[config.mk]
export PLATFORM = sky130hd
export DESIGN_NAME = ram_port_arbiter
export DESIGN_NICKNAME = d
export VERILOG_FILES = /design/src/rtl/ram_port_arbiter.sv
export SDC_FILE = /design/constraint.sdc
export NUM_CORES = 1
export LEC_CHECK = 0
export CAP_MARGIN = 20
export CORE_MARGIN = 10
export CORE_UTILIZATION = 27
export DETAILED_ROUTE_END_ITERATION = 10
export PLACE_DENSITY = 0.84
export SKIP_LAST_GASP = 1
export SLEW_MARGIN = 20
export SYNTH_ARGS = -nofsm -noshare
export SYNTH_HDL_FRONTEND = slang
export SYNTH_SLANG_ARGS = --single-unit
[constraint.sdc]
create_clock -name clock -period 1.76 [get_ports clock]
set_input_delay 0.176 -clock clock [delete_from_list [all_inputs] [get_ports clock]]
set_output_delay 0.176 -clock clock [all_outputs]
set_load 0.1 [all_outputs]
[src/rtl/ram_port_arbiter.sv]
// ram_port_arbiter
//   Shares one single-port RAM (byte write enables, 1-cycle registered read)
//   between the CPU data path and the DDMA memory path of a PE.
//   One requester is granted per cycle. The grant is decided combinationally
//   from the current requests and registered history, so an access is
//   accepted in the same cycle it is requested.
//
// Ports
//   clock, reset                   rising-edge clock, async active-low reset
//   cpu_req/addr/wb/wdata          CPU request (wb==0 means read)
//   cpu_stall                      CPU must hold its request this cycle
//   cpu_rdata/cpu_rvalid           CPU read return, one cycle after grant
//   dma_req/lock/addr/wb/wdata     DDMA request; lock asks to keep the port
//   dma_gnt                        DDMA access accepted this cycle
//   dma_rdata/dma_rvalid           DDMA read return, one cycle after grant
//   mem_enable/addr/wb/data_in     RAM command port
//   mem_data_out                   RAM read data, valid the cycle after a read
module ram_port_arbiter #(
  parameter int MEMORY_WIDTH  = 32,
  parameter int ADDR_WIDTH    = 16,
  parameter int DMA_BURST_MAX = 8,
  parameter int STARVE_LIMIT  = 4
) (
  input  logic                    clock,
  input  logic                    reset,
  input  logic                    cpu_req,
  input  logic [ADDR_WIDTH-1:0]   cpu_addr,
  input  logic [3:0]              cpu_wb,
  input  logic [MEMORY_WIDTH-1:0] cpu_wdata,
  output logic                    cpu_stall,
  output logic [MEMORY_WIDTH-1:0] cpu_rdata,
  output logic                    cpu_rvalid,
  input  logic                    dma_req,
  input  logic                    dma_lock,
  input  logic [ADDR_WIDTH-1:0]   dma_addr,
  input  logic [3:0]              dma_wb,
  input  logic [MEMORY_WIDTH-1:0] dma_wdata,
  output logic                    dma_gnt,
  output logic [MEMORY_WIDTH-1:0] dma_rdata,
  output logic                    dma_rvalid,
  output logic                    mem_enable,
  output logic [ADDR_WIDTH-1:0]   mem_addr,
  output logic [3:0]              mem_wb,
  output logic [MEMORY_WIDTH-1:0] mem_data_in,
  input  logic [MEMORY_WIDTH-1:0] mem_data_out
);

  localparam int BURST_W  = $clog2(DMA_BURST_MAX + 1);
  localparam int STARVE_W = $clog2(STARVE_LIMIT + 1);
  localparam logic [BURST_W-1:0]  BURST_MAX_C  = BURST_W'(DMA_BURST_MAX);
  localparam logic [STARVE_W-1:0] STARVE_MAX_C = STARVE_W'(STARVE_LIMIT);

  typedef enum logic [1:0] {
    OWNER_NONE = 2'd0,
    OWNER_CPU  = 2'd1,
    OWNER_DMA  = 2'd2
  } owner_t;

  logic [BURST_W-1:0]  burst_cnt;
  logic [STARVE_W-1:0] starve_cnt;
  logic                last_dma;
  owner_t              rd_owner;

  logic dma_keep;
  logic dma_starved;
  logic cpu_grant;
  logic dma_grant;

  // Grant decision. Requests are qualified by reset so that nothing is
  // granted (and the CPU is not stalled) while reset is held low.
  always_comb begin
    dma_keep    = last_dma && dma_lock && (burst_cnt < BURST_MAX_C);
    dma_starved = (starve_cnt == STARVE_MAX_C);
    cpu_grant   = 1'b0;
    dma_grant   = 1'b0;
    if (reset) begin
      if (dma_req && (!cpu_req || dma_keep || dma_starved)) begin
        dma_grant = 1'b1;
      end else if (cpu_req) begin
        cpu_grant = 1'b1;
      end
    end
  end

  // RAM command mux; idle cycles drive an all-zero command.
  always_comb begin
    mem_enable  = 1'b0;
    mem_addr    = '0;
    mem_wb      = '0;
    mem_data_in = '0;
    if (cpu_grant) begin
      mem_enable  = 1'b1;
      mem_addr    = cpu_addr;
      mem_wb      = cpu_wb;
      mem_data_in = cpu_wdata;
    end else if (dma_grant) begin
      mem_enable  = 1'b1;
      mem_addr    = dma_addr;
      mem_wb      = dma_wb;
      mem_data_in = dma_wdata;
    end
  end

  assign cpu_stall = reset && cpu_req && !cpu_grant;
  assign dma_gnt   = dma_grant;

  // History registers: burst length, starvation age, and the owner of the
  // read whose data returns next cycle.
  always_ff @(posedge clock or negedge reset) begin
    if (!reset) begin
      burst_cnt  <= '0;
      starve_cnt <= '0;
      last_dma   <= 1'b0;
      rd_owner   <= OWNER_NONE;
    end else begin
      if (dma_grant) begin
        if (!last_dma) begin
          burst_cnt <= BURST_W'(1);
        end else if (burst_cnt < BURST_MAX_C) begin
          burst_cnt <= burst_cnt + BURST_W'(1);
        end
        starve_cnt <= '0;
      end else begin
        burst_cnt <= '0;
        if (!dma_req) begin
          starve_cnt <= '0;
        end else if (starve_cnt < STARVE_MAX_C) begin
          starve_cnt <= starve_cnt + STARVE_W'(1);
        end
      end

      last_dma <= dma_grant;

      if (cpu_grant && (cpu_wb == 4'd0)) begin
        rd_owner <= OWNER_CPU;
      end else if (dma_grant && (dma_wb == 4'd0)) begin
        rd_owner <= OWNER_DMA;
      end else begin
        rd_owner <= OWNER_NONE;
      end
    end
  end

  // Both requesters see the raw RAM output; the valid bits say whose it is.
  assign cpu_rdata  = mem_data_out;
  assign dma_rdata  = mem_data_out;
  assign cpu_rvalid = (rd_owner == OWNER_CPU);
  assign dma_rvalid = (rd_owner == OWNER_DMA);

endmodule

## Word-level counts from Yosys, hierarchy flattened

Cells that the tools add are included.

- Equal/unequal tests: 5
- Multiplexer cells: 21
- Magnitude comparators: 2
- Reduce and logical (&&, ||, !) cells: 13
- $add $sub $neg: 2

Operators with widths:

| kind | count |
|---|---|
| two-way mux 32 bit | 2 |
| two-way mux 16 bit | 2 |
| two-way mux 4 bit | 5 |
| two-way mux 3 bit | 3 |
| zero test 4 bit | 2 |
| logical AND 1 bit | 7 |
| two-way mux 1 bit | 7 |
| adder 4 x 1 -> 4 bit, second input constant | 1 |
| less-than comparator 4 bit, second input constant | 1 |
| two-way mux 2 bit | 2 |
| adder 3 x 1 -> 3 bit, second input constant | 1 |
| == test 3 bit, second input constant | 1 |
| less-than comparator 3 bit, second input constant | 1 |
| != test 3 x 1 -> 1 bit, second input constant | 1 |
| != test 3 x 2 -> 1 bit, second input constant | 1 |
| == test 2 x 1 -> 1 bit, second input constant | 1 |
| == test 2 bit, second input constant | 1 |
| zero test 1 bit | 2 |
| logical OR 1 bit | 2 |

- Input port bits: 141
- Output and inout bits: 121
- Flip-flop bits (word level): 10

## Depth between registers and ports, before layout

Gate-level depths: netlist (run 1).

- Depth in word-level cells: 10
- Depth in mapped cells: 7

## Worst setup path after synthesis (run 1)

Ideal clock, no wire load.

- Path type: register to output
- From: register starve_cnt[0]
- To: output port cpu_stall
- Required time: 1.584 ns
- Setup slack: -1.610 ns
- Cell stages (with the launch flop): 6
- Data arrival time: 3.194 ns
- Cells stage by stage: dfrtp_1 > inv_1 > ha_1 > a21boi_2 > a21oi_1 > and2_1

- Longest elaborated chain between the ends: 7

Ends and longest elaborated chain:

| item | RTL line | RTL |
|---|---|---|
| from (decl) | 60 | `logic [STARVE_W-1:0] starve_cnt;` |
| from (signal assigned) | 128 | `starve_cnt <= starve_cnt + STARVE_W'(1);` |
| == test 3 bit | 73 | `dma_starved = (starve_cnt == STARVE_MAX_C);` |
| logical OR 1 bit | 77 | `if (dma_req && (!cpu_req \|\| dma_keep \|\| dma_starved)) begin` |
| logical AND 1 bit | 77 |  |
| two-way mux 1 bit | 77 |  |
| two-way mux 1 bit | 76 | `if (reset) begin` |
| zero test 1 bit | 104 | `assign cpu_stall = reset && cpu_req && !cpu_grant;` |
| logical AND 1 bit | 104 |  |
| to (decl) | 30 | `output logic cpu_stall,` |

No other way between the ends.

## Final worst setup path (run 1)

- From: register starve_cnt[0]
- To: output port mem_addr[15]

- Longest elaborated chain between the ends: 7
- Elaborated cells on any way between the ends: 9
- Those cells by class: eq/ne (1); mux (6); reduce/logical (2)

Ends and longest elaborated chain:

| item | RTL line | RTL |
|---|---|---|
| == test 3 bit (*) | 73 |  |
| logical OR 1 bit (*) | 77 |  |
| logical AND 1 bit (*) | 77 |  |
| two-way mux 1 bit | 77 |  |
| two-way mux 1 bit | 76 |  |
| two-way mux 16 bit | 96 | `end else if (dma_grant) begin` |
| two-way mux 16 bit (*) | 91 | `if (cpu_grant) begin` |
| to (decl) | 42 | `output logic [ADDR_WIDTH-1:0] mem_addr,` |

Mark *: on every way between the ends. The rest lies on a longest branch, timed or not.

==> results of run 1 <==
-- layout by cell type, fill, tap and decap left out, types with 2 or more instances in the layout --
cell               n
mux2i_4           52
nand2_1          106
inv_2              2
a21boi_4           2
xor2_1             2
buf_6              3
nor4_1             2
buf_4             21
dfrtp_1           10
mux2i_1            2
clkbuf_8           4
clkdlybuf4s50_1  107
a21boi_0           2
nor2_1             5
buf_12            72
ha_1               2
nor2b_2            2
nor3b_1            3
-- sequential cells by signal, summed over array words and instances, names as in the netlist --
signal and count:
burst_cnt 4, last_dma 1, rd_owner 2, starve_cnt 3
-- worst max path at each step --
stage	slack, ns	startpoint	endpoint	depth (start not counted)
final	-0.38	starve_cnt[0]	mem_addr[15]	9
after global routing	-0.44	starve_cnt[0]	mem_addr[15]	9
after CTS	-0.41	starve_cnt[0]	mem_addr[4]	8
after detailed placement	-0.31	dma_lock	mem_data_in[29]	7
after global placement	-0.26	dma_lock	mem_data_in[26]	7
after floorplan	-0.35	starve_cnt[0]	mem_addr[0]	7
-- critical path: stages, from the launching register on --
cell and delay [ns]:
dfrtp_1 0.39, inv_2 0.07, ha_4 0.14, a21boi_4 0.06, a21boi_4 0.20, buf_12 0.17
buf_12 0.11, buf_12 0.13, mux2i_4 0.26, buf_12 0.20
-- stage by stage --
stage          area [µm²]  TNS (ns)  hold slack [ns]
2_1_floorplan        2749    -17.70          -0.1196
3_3_place_gp         4825    -10.80           0.1578
3_5_place_dp         4825    -12.14           0.1624
4_1_cts              5025    -18.99           0.3531
5_1_grt              5065    -19.76           0.3527
6_report             5065    -16.52           0.3523
-- cell families after synthesis --
family / count (synthesis) / synth area share
flip-flops: 10 / 0.1203
AO/OA/AOI/OAI: 8 / 0.03067
buffers and inverters: 84 / 0.3109
XOR/XNOR: 3 / 0.01263
AND/OR/NAND/NOR: 124 / 0.2477
multiplexers: 54 / 0.2598
adder cells (fa/ha/maj): 3 / 0.01804
-- power by group through the flow --
stage | clock network [µW] | registers, µW | logic [µW]
after floorplan | 0 | 248 | 1730
after global placement | 0 | 246 | 1770
after detailed placement | 0 | 247 | 1800
after CTS | 296 | 243 | 1850
after global routing | 308 | 244 | 1920
final | 286 | 244 | 1860
-- per-layer routing --
layer,global-route usage,up-vias,wire length (µm),share of wire
li1,-,1119,-,-
met1,0.1542,1092,3317,0.30
met2,0.3708,163,6432,0.58
met3,0.06168,22,1054,0.096
met4,0.04485,0,219,0.020
met5,0,-,0,0
-- area by class of cell --
type                       instances  area (µm²)
clock buffer                       4       55.05
fill                             523        2305
inverter                           2       7.507
multi-input combinational        192        1882
sequential                        10       250.2
tap                               99       123.9
timing repair buffer             206        2746
-- repair_timing --
action / CTS / global route
endpoints found under the setup margin: 54 / 54
pin swaps: 1 / 3
hold buffers: 1 / 0
gates cloned: 1 / 0
hold endpoints to repair: 10 / 0
gates resized for setup: 3 / 8
setup buffers: 9 / 6
==> out/qor.yml, run 1 <==
status: "complete, but fails checks"
failed_checks: "negative setup slack"
final.period_utilization: 1.215
clk_path_buf_depth: 2
preCtsSetupSlack_ns: -0.3147
diodes: 0
sw_frac_of_total: 0.4611
hold_viol_final: 0
final.setup_skew_ns: 0.001668
fmax_mhz: 467.6
grt_max_degree: 35
antenna_found_initial: 0
syn_nets: 430
synth_top_flop_cell: "dfrtp_1"
cts-htree-levels: 1
antenna_left: 0
layout_setup_ws_ns: -0.3784
gp_congestion: 0.8629
whs_path_depth: 0
worstHoldStart: "mem_data_out[4]"
min_path_type: "input port to primary output"
cts_root_buf: "clkbuf_8"
synth-edff-count: 0
rr_worst_depth: 8
final.min_clock_period_ns: 2.138
yosysTopAreaCellShare: 0.2598
clock_latency_ns: 0.23
core_area_um2: 7370
port_buffers: 165
synth_most_common_cell: "nand2_1"
start_util: 0.2823
dp.cells: 495
max_slew_margin: 0.6914
via_per_inst: 4.671
final_util: 0.6873
max_cap_violations: 0
worst_pin_slew_ns: 0.4613
worst-endpoint-required_ns: 1.58
synth_cell_types: 27
grt_pass1_wl_um: 16300
leakagePower_uw: 0.001934
finalSetupViolations: 52
ff2ff_setup_slack_ns: 0.29
drtIter0Drc: 57
overflow: 0
layout-drive-gt1-share: 0.3986
r2r-end: "rd_owner[1]"
die_area_um2: 11620
grt.total_usage: 0.1783
worst_ir_drop_vdd_mv: 0.2666
wl_per_cell_um: 21.49
yosys.area.top_type: "mux2i_1"
critPathMaxFanout: 7
hpwl_um: 9471
pin_count: 262
routed_wl_um: 11020
yosysWarnings: 0
synth_area_leaders: "mux2i_1 26%, buf_4 23%, nand2_1 19%"
cts_buffers: 3
internal-power_uw: 1287
slew_viol_final: 0
yosysSeqAreaShare: 0.1203
power_density_nw_per_um2: 471.4
rows: 31
ys_ff_latch: 10
fin_cells: 513
drc: 0
cp-end-kind: "primary output"
p_seq_frac: 0.102
synthArstFlopShare: 1.000
critPathKind: "flop to primary output"
clkPwrFrac: 0.120
r2r-start: "starve_cnt[0]"
die_h_um: 107.8
grt_setup_unrepaired: "yes"
cts.sinks: 10
syn2layout_area_growth_pct: 143.4
synth_area_um2: 2081
power_uw: 2387
worst_setup_path_start_kind: "flop"
fp.dieW_um: 107.8
holdPathEnd: "cpu_rdata[4]"
combPwrFrac: 0.778
arrival_ns: 1.96
vias: 2396
syn_avg_cell_area_um2: 7.275
final_nets: 559
dr.pass1.iters: 4
clkTransAtPathRegs_ns: 0.05
yosys-top-cells-count: "106 x nand2_1, 64 x buf_4, 54 x mux2i_1, 10 x dfrtp_1, 9 x clkbuf_1"
cts_tree: "built"
syn_inst: 286
grt_pass1_vias: 2705
switching_power_uw: 1101
No activity file was read; power rests on OpenSTA's default activity.
==> run 2, diff against run 1 <==
--- a/config.mk
+++ b/config.mk
@@ -15,3 +15,4 @@
 export SYNTH_ARGS = -nofsm -noshare
 export SYNTH_HDL_FRONTEND = slang
 export SYNTH_SLANG_ARGS = --single-unit
+export TNS_END_PERCENT = 1
==> run 2 against run 1 <==
Compared with the run above:
- routed wire length grew 2.4%
- cell count shrank 2.5%
- sequential share of layout area grew 0.16 points
- core utilization shrank 2.2 points
- sequential cell count is the same
- critical path depth shrank 1
- total power shrank 4.0%
- global-route usage grew 0.26 points
- via count shrank 1.0%
- die area is the same
- the run still ends with negative setup slack left
- clock-buffer cell count shrank 1
- critical endpoint is now mem_addr[10]
==> out/qor.yml, run 2 (synthesis results as in run 1) <==
gp_congestion: 0.8224  # -4.7%
worst_ir_drop_vdd_mv: 0.2575  # -3.4%
cts_buffers: 3  # unchanged
rows: 31  # unchanged
start_util: 0.2823  # unchanged
routed_wl_um: 11290  # +2.4%
grt_pass1_vias: 2645  # -2.2%
die_h_um: 107.8  # unchanged
arrival_ns: 1.97  # about the same
hold_viol_final: 0  # unchanged
final.min_clock_period_ns: 2.145  # +0.006207 ns
critPathKind: "flop to primary output"
fill_cells: 505  # -3.4%
holdPathEnd: "cpu_rdata[4]"
cp_slowest_stage_delay_ns: 0.38  # about the same
status: "complete, but fails checks"
overflow: 0  # unchanged
layout-drive-gt1-share: 0.3725  # -0.02605
slew_viol_final: 0  # unchanged
pin_count: 262  # unchanged
drtIter0Drc: 73  # +28%
leakagePower_uw: 0.001847  # -4.5%
cts.sinks: 10  # unchanged
place_area_um2: 4800  # -0.52%
top_regs: "burst_cnt: 4 flops, starve_cnt: 3 flops, rd_owner: 2 flops"
cts_tree: "built"
clk_path_buf_depth: 2  # unchanged
timing.hold.ws_ns: 0.3523  # unchanged
ff2ff_setup_slack_ns: 0.36  # +0.07 ns
clkTransAtPathRegs_ns: 0.04  # about the same
fin_area_um2: 4906  # -3.1%
regMostFlops: "burst_cnt"
rr_worst_depth: 7  # -1
cp-end-kind: "primary output"
worst-endpoint-required_ns: 1.58  # about the same
cts_root_buf: "clkbuf_8"
port_buffers: 165  # unchanged
worst_path_max_delay_cell: "dfrtp_1"
grt_max_degree: 45  # +29%
antenna_left: 0  # unchanged
worst_pin_slew_ns: 0.4813  # +0.01992 ns
p_seq_frac: 0.107  # +0.005
wl_per_cell_um: 22.59  # +5.1%
final_nets: 546  # -2.3%
final_common_cell: "clkdlybuf4s50_1"
critPathMaxFanout: 7  # unchanged
grt_setup_unrepaired: "yes"
clock_latency_ns: 0.23  # about the same
drc: 0  # unchanged
combPwrFrac: 0.792  # +0.014
final.period_utilization: 1.219  # +0.003527
layout_setup_ws_ns: -0.3846  # -0.006207 ns
power_density_nw_per_um2: 467.0  # -0.94%
failed_checks: "negative setup slack"
cp_common_cell: "buf_12"
fp.dieW_um: 107.8  # unchanged
whs_path_depth: 0  # unchanged
setup-tns-final_ns: -18.51  # -1.988 ns
switching_power_uw: 1087  # -1.2%
max_slew_margin: 0.6781  # -0.01333
sw_frac_of_total: 0.4746  # +0.01352
crit_chain: "inv_2, ha_4, a21boi_4, a21boi_4, buf_12, buf_12, mux2i_4, buf_12"
final.setup_skew_ns: 0.001404  # -0.0002631 ns
die_area_um2: 11620  # unchanged
cts-htree-levels: 1  # unchanged
max_cap_violations: 0  # unchanged
min_path_type: "input port to primary output"
hpwl_um: 10100  # +6.7%
vias: 2371  # -1.0%
clkPwrFrac: 0.101  # -0.019
r2r-start: "starve_cnt[1]"
finalSetupViolations: 52  # unchanged
syn2layout_area_growth_pct: 135.8
post_cts_buffers: 0  # -9
mostFrequentLayoutCells: "107 x clkdlybuf4s50_1, 106 x nand2_1, 69 x buf_12, 52 x mux2i_4, 12 x buf_4"
grt_pass1_wl_um: 16220  # -0.55%
grt.total_usage: 0.1809  # +0.002564
antenna_found_initial: 1  # +1
worst_setup_path_start_kind: "flop"
via_per_inst: 4.742  # +1.5%
core_area_um2: 7370  # unchanged
dr.pass1.iters: 4  # unchanged
fmax_mhz: 466.3  # -0.29%
internal-power_uw: 1204  # -6.5%
worstHoldStart: "mem_data_out[4]"
r2r-end: "burst_cnt[0]"
preCtsSetupSlack_ns: -0.2760  # +0.03869 ns
largest_register_ffs: 4  # unchanged
[run 2: changes by cell type in the layout (fill, tap and decap cells not counted), moves of 2 or more]
cell,delta
nor2b_2,-2
buf_12,-3
buf_4,-9
nor2b_1,+2
[run 2: through the flow]
stage	util	power [µW]	std cells
floorplan	-	1973	286
global placement	0.6513	2016	494
detailed placement	0.6513	2049	494
CTS	0.6582	2289	498
global route	0.6657	2365	500
finish	0.6657	2291	500
[run 2: power by group through the flow]
stage	clock network, µW	registers (µW)	logic, µW
after floorplan	0	248	1730
after global placement	0	246	1770
after detailed placement	0	247	1800
after CTS	238	243	1810
after global routing	247	245	1870
final	232	244	1810
[run 2: layout make-up]
cell class                 instances  area (µm²)  share of cell area
tap                               99       123.9             0.02525
antenna                            1       2.502           0.0005101
inverter                           2       7.507            0.001530
timing repair buffer             193        2605              0.5310
multi-input combinational        192        1876              0.3823
sequential                        10       250.2             0.05101
clock buffer                       3       41.29            0.008416
[run 2: worst max path at each step]
stage | startpoint | cells past startpoint | to
6_report | starve_cnt[1] | 8 | mem_addr[10]
3_5_place_dp | dma_lock | 7 | mem_wb[0]
3_3_place_gp | dma_lock | 7 | mem_wb[1]
4_1_cts | starve_cnt[0] | 8 | mem_wb[0]
2_1_floorplan | starve_cnt[0] | 7 | mem_addr[0]
5_1_grt | starve_cnt[1] | 8 | mem_addr[10]
[run 2: what timing repair did]
action,in CTS,in global routing
hold buffers,1,0
gates resized for setup,0,7
endpoints found under the hold margin,10,0
endpoints found under the setup margin,54,54
gates cloned,0,1
pin swaps,0,2
[run 2: worst max-delay path, delay by kind of cell (launching register included)]
kind                     cells  cell delay, ns
buffers and inverters        4            0.62
flip-flops                   1            0.38
AO/OA/AOI/OAI                2            0.31
multiplexers                 1            0.27
adder cells (fa/ha/maj)      1            0.15
[run 2: routing by layer]
layer / routed length, µm / track usage
met1: 3378 / 0.1584
met2: 6360 / 0.3634
met3: 1240 / 0.06647
met4: 314 / 0.06202
met5: 0 / 0
==> run 3, diff against run 2 <==
--- a/config.mk
+++ b/config.mk
@@ -6,10 +6,13 @@
 export NUM_CORES = 1
 export LEC_CHECK = 0
 export CAP_MARGIN = 20
+export CELL_PAD_IN_SITES_DETAIL_PLACEMENT = 1
+export CELL_PAD_IN_SITES_GLOBAL_PLACEMENT = 1
 export CORE_MARGIN = 10
-export CORE_UTILIZATION = 27
+export CORE_UTILIZATION = 16
 export DETAILED_ROUTE_END_ITERATION = 10
-export PLACE_DENSITY = 0.84
+export PLACE_DENSITY_LB_ADDON = 0.1
+export SETUP_SLACK_MARGIN = 0.02
 export SKIP_LAST_GASP = 1
 export SLEW_MARGIN = 20
 export SYNTH_ARGS = -nofsm -noshare
==> run 3 against run 2 <==
Compared with the run above:
- the flow still finishes with violations (negative setup slack)
- register-to-register slack got worse by 0.03 ns
- largest cell class unchanged
- total power grew 8.5%
- global-route usage decreased by 6.9 points
- largest power group unchanged
==> out/qor.yml, run 3 (synthesis results as in run 1) <==
status: "complete, but fails checks"
failed_checks: "negative setup slack"
diodes: 0  # -1
fin_cells: 576  # +15%
worst-endpoint-required_ns: 1.58  # about the same
regMostFlops: "burst_cnt"
final.period_utilization: 1.185  # -0.03367
met3_usage: 0.03697  # -0.02950
slew_viol_final: 0  # unchanged
gp_congestion: 0.7208  # -12%
final.setup_skew_ns: 0.001783  # +0.0003784 ns
cts.sinks: 10  # unchanged
layout-drive-gt1-share: 0.3688  # -0.003688
hpwl_um: 9023  # -11%
layout_setup_ws_ns: -0.3253  # +0.05925 ns
grt_pass1_wl_um: 16030  # -1.2%
crit_family: "buffers and inverters"
max_cap_violations: 0  # unchanged
cts-htree-levels: 1  # unchanged
preCtsSetupSlack_ns: -0.2427  # +0.03330 ns
antenna_found_initial: 0  # -1
final.min_clock_period_ns: 2.085  # -0.05925 ns
r2r-start: "starve_cnt[0]"
arrival_ns: 1.91  # -0.06 ns
cts_buffers: 3  # unchanged
clk_path_buf_depth: 2  # unchanged
cp-end-kind: "primary output"
hold_viol_final: 0  # unchanged
r2r-end: "burst_cnt[0]"
fp.dieW_um: 134.0  # +24%
rows: 41  # +32%
routed_wl_um: 10360  # -8.3%
grt_use_met1: 0.1239  # -0.03449
cp_slowest_stage_delay_ns: 0.37  # about the same
grt.total_usage: 0.1118  # -0.06906
whs_path_depth: 0  # unchanged
worst_path_max_delay_cell: "dfrtp_1"
cts_root_buf: "clkbuf_16"
syn2layout_area_growth_pct: 141.4
max_slew_margin: 0.6772  # -0.0008790
worst_ir_drop_vdd_mv: 0.2429  # -5.7%
wl_per_cell_um: 17.99  # -20%
critPathKind: "flop to primary output"
critPathBufInv: 4  # unchanged
overflow: 0  # unchanged
start_util: 0.1642  # -0.1181
dp.cells: 569  # +15%
dr.pass1.iters: 3  # -1
grt.busiest_layer: "met2"
cts_tree: "built"
min_path_type: "input port to primary output"
die_h_um: 134.0  # +24%
antenna_left: 0  # unchanged
die_area_um2: 17970  # +55%
grtUsageMet2: 0.1996  # -0.1638
mostFrequentLayoutCells: "107 x clkdlybuf4s50_1, 106 x nand2_1, 69 x buf_12, 52 x mux2i_4, 17 x buf_4"
power_density_nw_per_um2: 494.8  # +6.0%
crit_chain: "inv_1, ha_1, a21boi_2, a21boi_4, buf_12, buf_12, mux2i_4, buf_12"
setup-tns-final_ns: -15.26  # +3.252 ns
fmax_mhz: 479.5  # +2.8%
leakagePower_uw: 0.001870  # +1.3%
vias: 2278  # -3.9%
critical_path_depth: 8  # unchanged
critPathMaxFanout: 9  # +2
cp-endpoint: "mem_addr[0]"
final_nets: 549  # +0.55%
largest_register_ffs: 4  # unchanged
grt_pass1_vias: 2584  # -2.3%
final_common_cell: "clkdlybuf4s50_1"
clkTransAtPathRegs_ns: 0.04  # about the same
cts_resized: 0  # unchanged
worst_pin_slew_ns: 0.4798  # -0.001518 ns
finalSetupViolations: 53  # +1.9%
top_regs: "burst_cnt: 4 flops, starve_cnt: 3 flops, rd_owner: 2 flops"
ff2ff_setup_slack_ns: 0.33  # -0.03 ns
via_per_inst: 3.955  # -17%
pin_count: 262  # unchanged
drc: 0  # unchanged
grt_setup_unrepaired: "yes"
critPathLaunch: "starve_cnt[0]"
cp_common_cell: "buf_12"
port_buffers: 165  # unchanged
clock_latency_ns: 0.24  # about the same
worst_setup_path_start_kind: "flop"
drtIter0Drc: 66  # -9.6%
grt_max_degree: 45  # unchanged
rr_worst_depth: 7  # unchanged
core_area_um2: 12670  # +72%
## run 3: area by class of cell
type	instances	area [µm²]
inverters	2	7.507
fillers	1397	7649
repair buffers	196	2605
flip-flops and latches	10	250.2
clock buffers	4	88.84
well taps	172	215.2
multi-input cells	192	1856
## run 3: worst min path at each step
stage | from | to | slack, ns
5_1_grt | mem_data_out[18] | dma_rdata[18] | 0.35
6_report | mem_data_out[18] | dma_rdata[18] | 0.35
3_3_place_gp | reset | starve_cnt[1] | 0.19
4_1_cts | mem_data_out[13] | cpu_rdata[13] | 0.35
2_1_floorplan | reset | burst_cnt[0] | -0.12
3_5_place_dp | reset | starve_cnt[1] | 0.19
## run 3: repair_timing
item                                    CTS  global route
endpoints found under the setup margin   54            54
gates cloned                              0             0
pin swaps                                 0             0
buffers inserted                          1             0
hold endpoints to repair                 10             0
hold buffers                              2             0
## run 3: per-stage QoR
step	util	total power (µW)	instance area, µm²	hold WS, ns
final	0.3964	2485	5022	0.3521
after global routing	0.3964	2585	5022	0.3522
after CTS	0.3964	2523	5022	0.3530
after detailed placement	0.3872	2043	4906	0.1897
after global placement	0.3872	2034	4906	0.1863
after floorplan	-	1973	2744	-0.1196
## run 3: per-layer routing
metal  vias up  share of wire  routed length (µm)
li1       1094              -                   -
met1      1032           0.39                4000
met2       118           0.50                5158
met3        34          0.093                 961
met4         0          0.023                 241
met5         -              0                   0
## run 3: report_power, final
group          switching [µW]  internal (µW)  leakage, µW
clock                     117            343    0.0000442
sequential               5.05            238     0.000137
combinational             978            804      0.00169
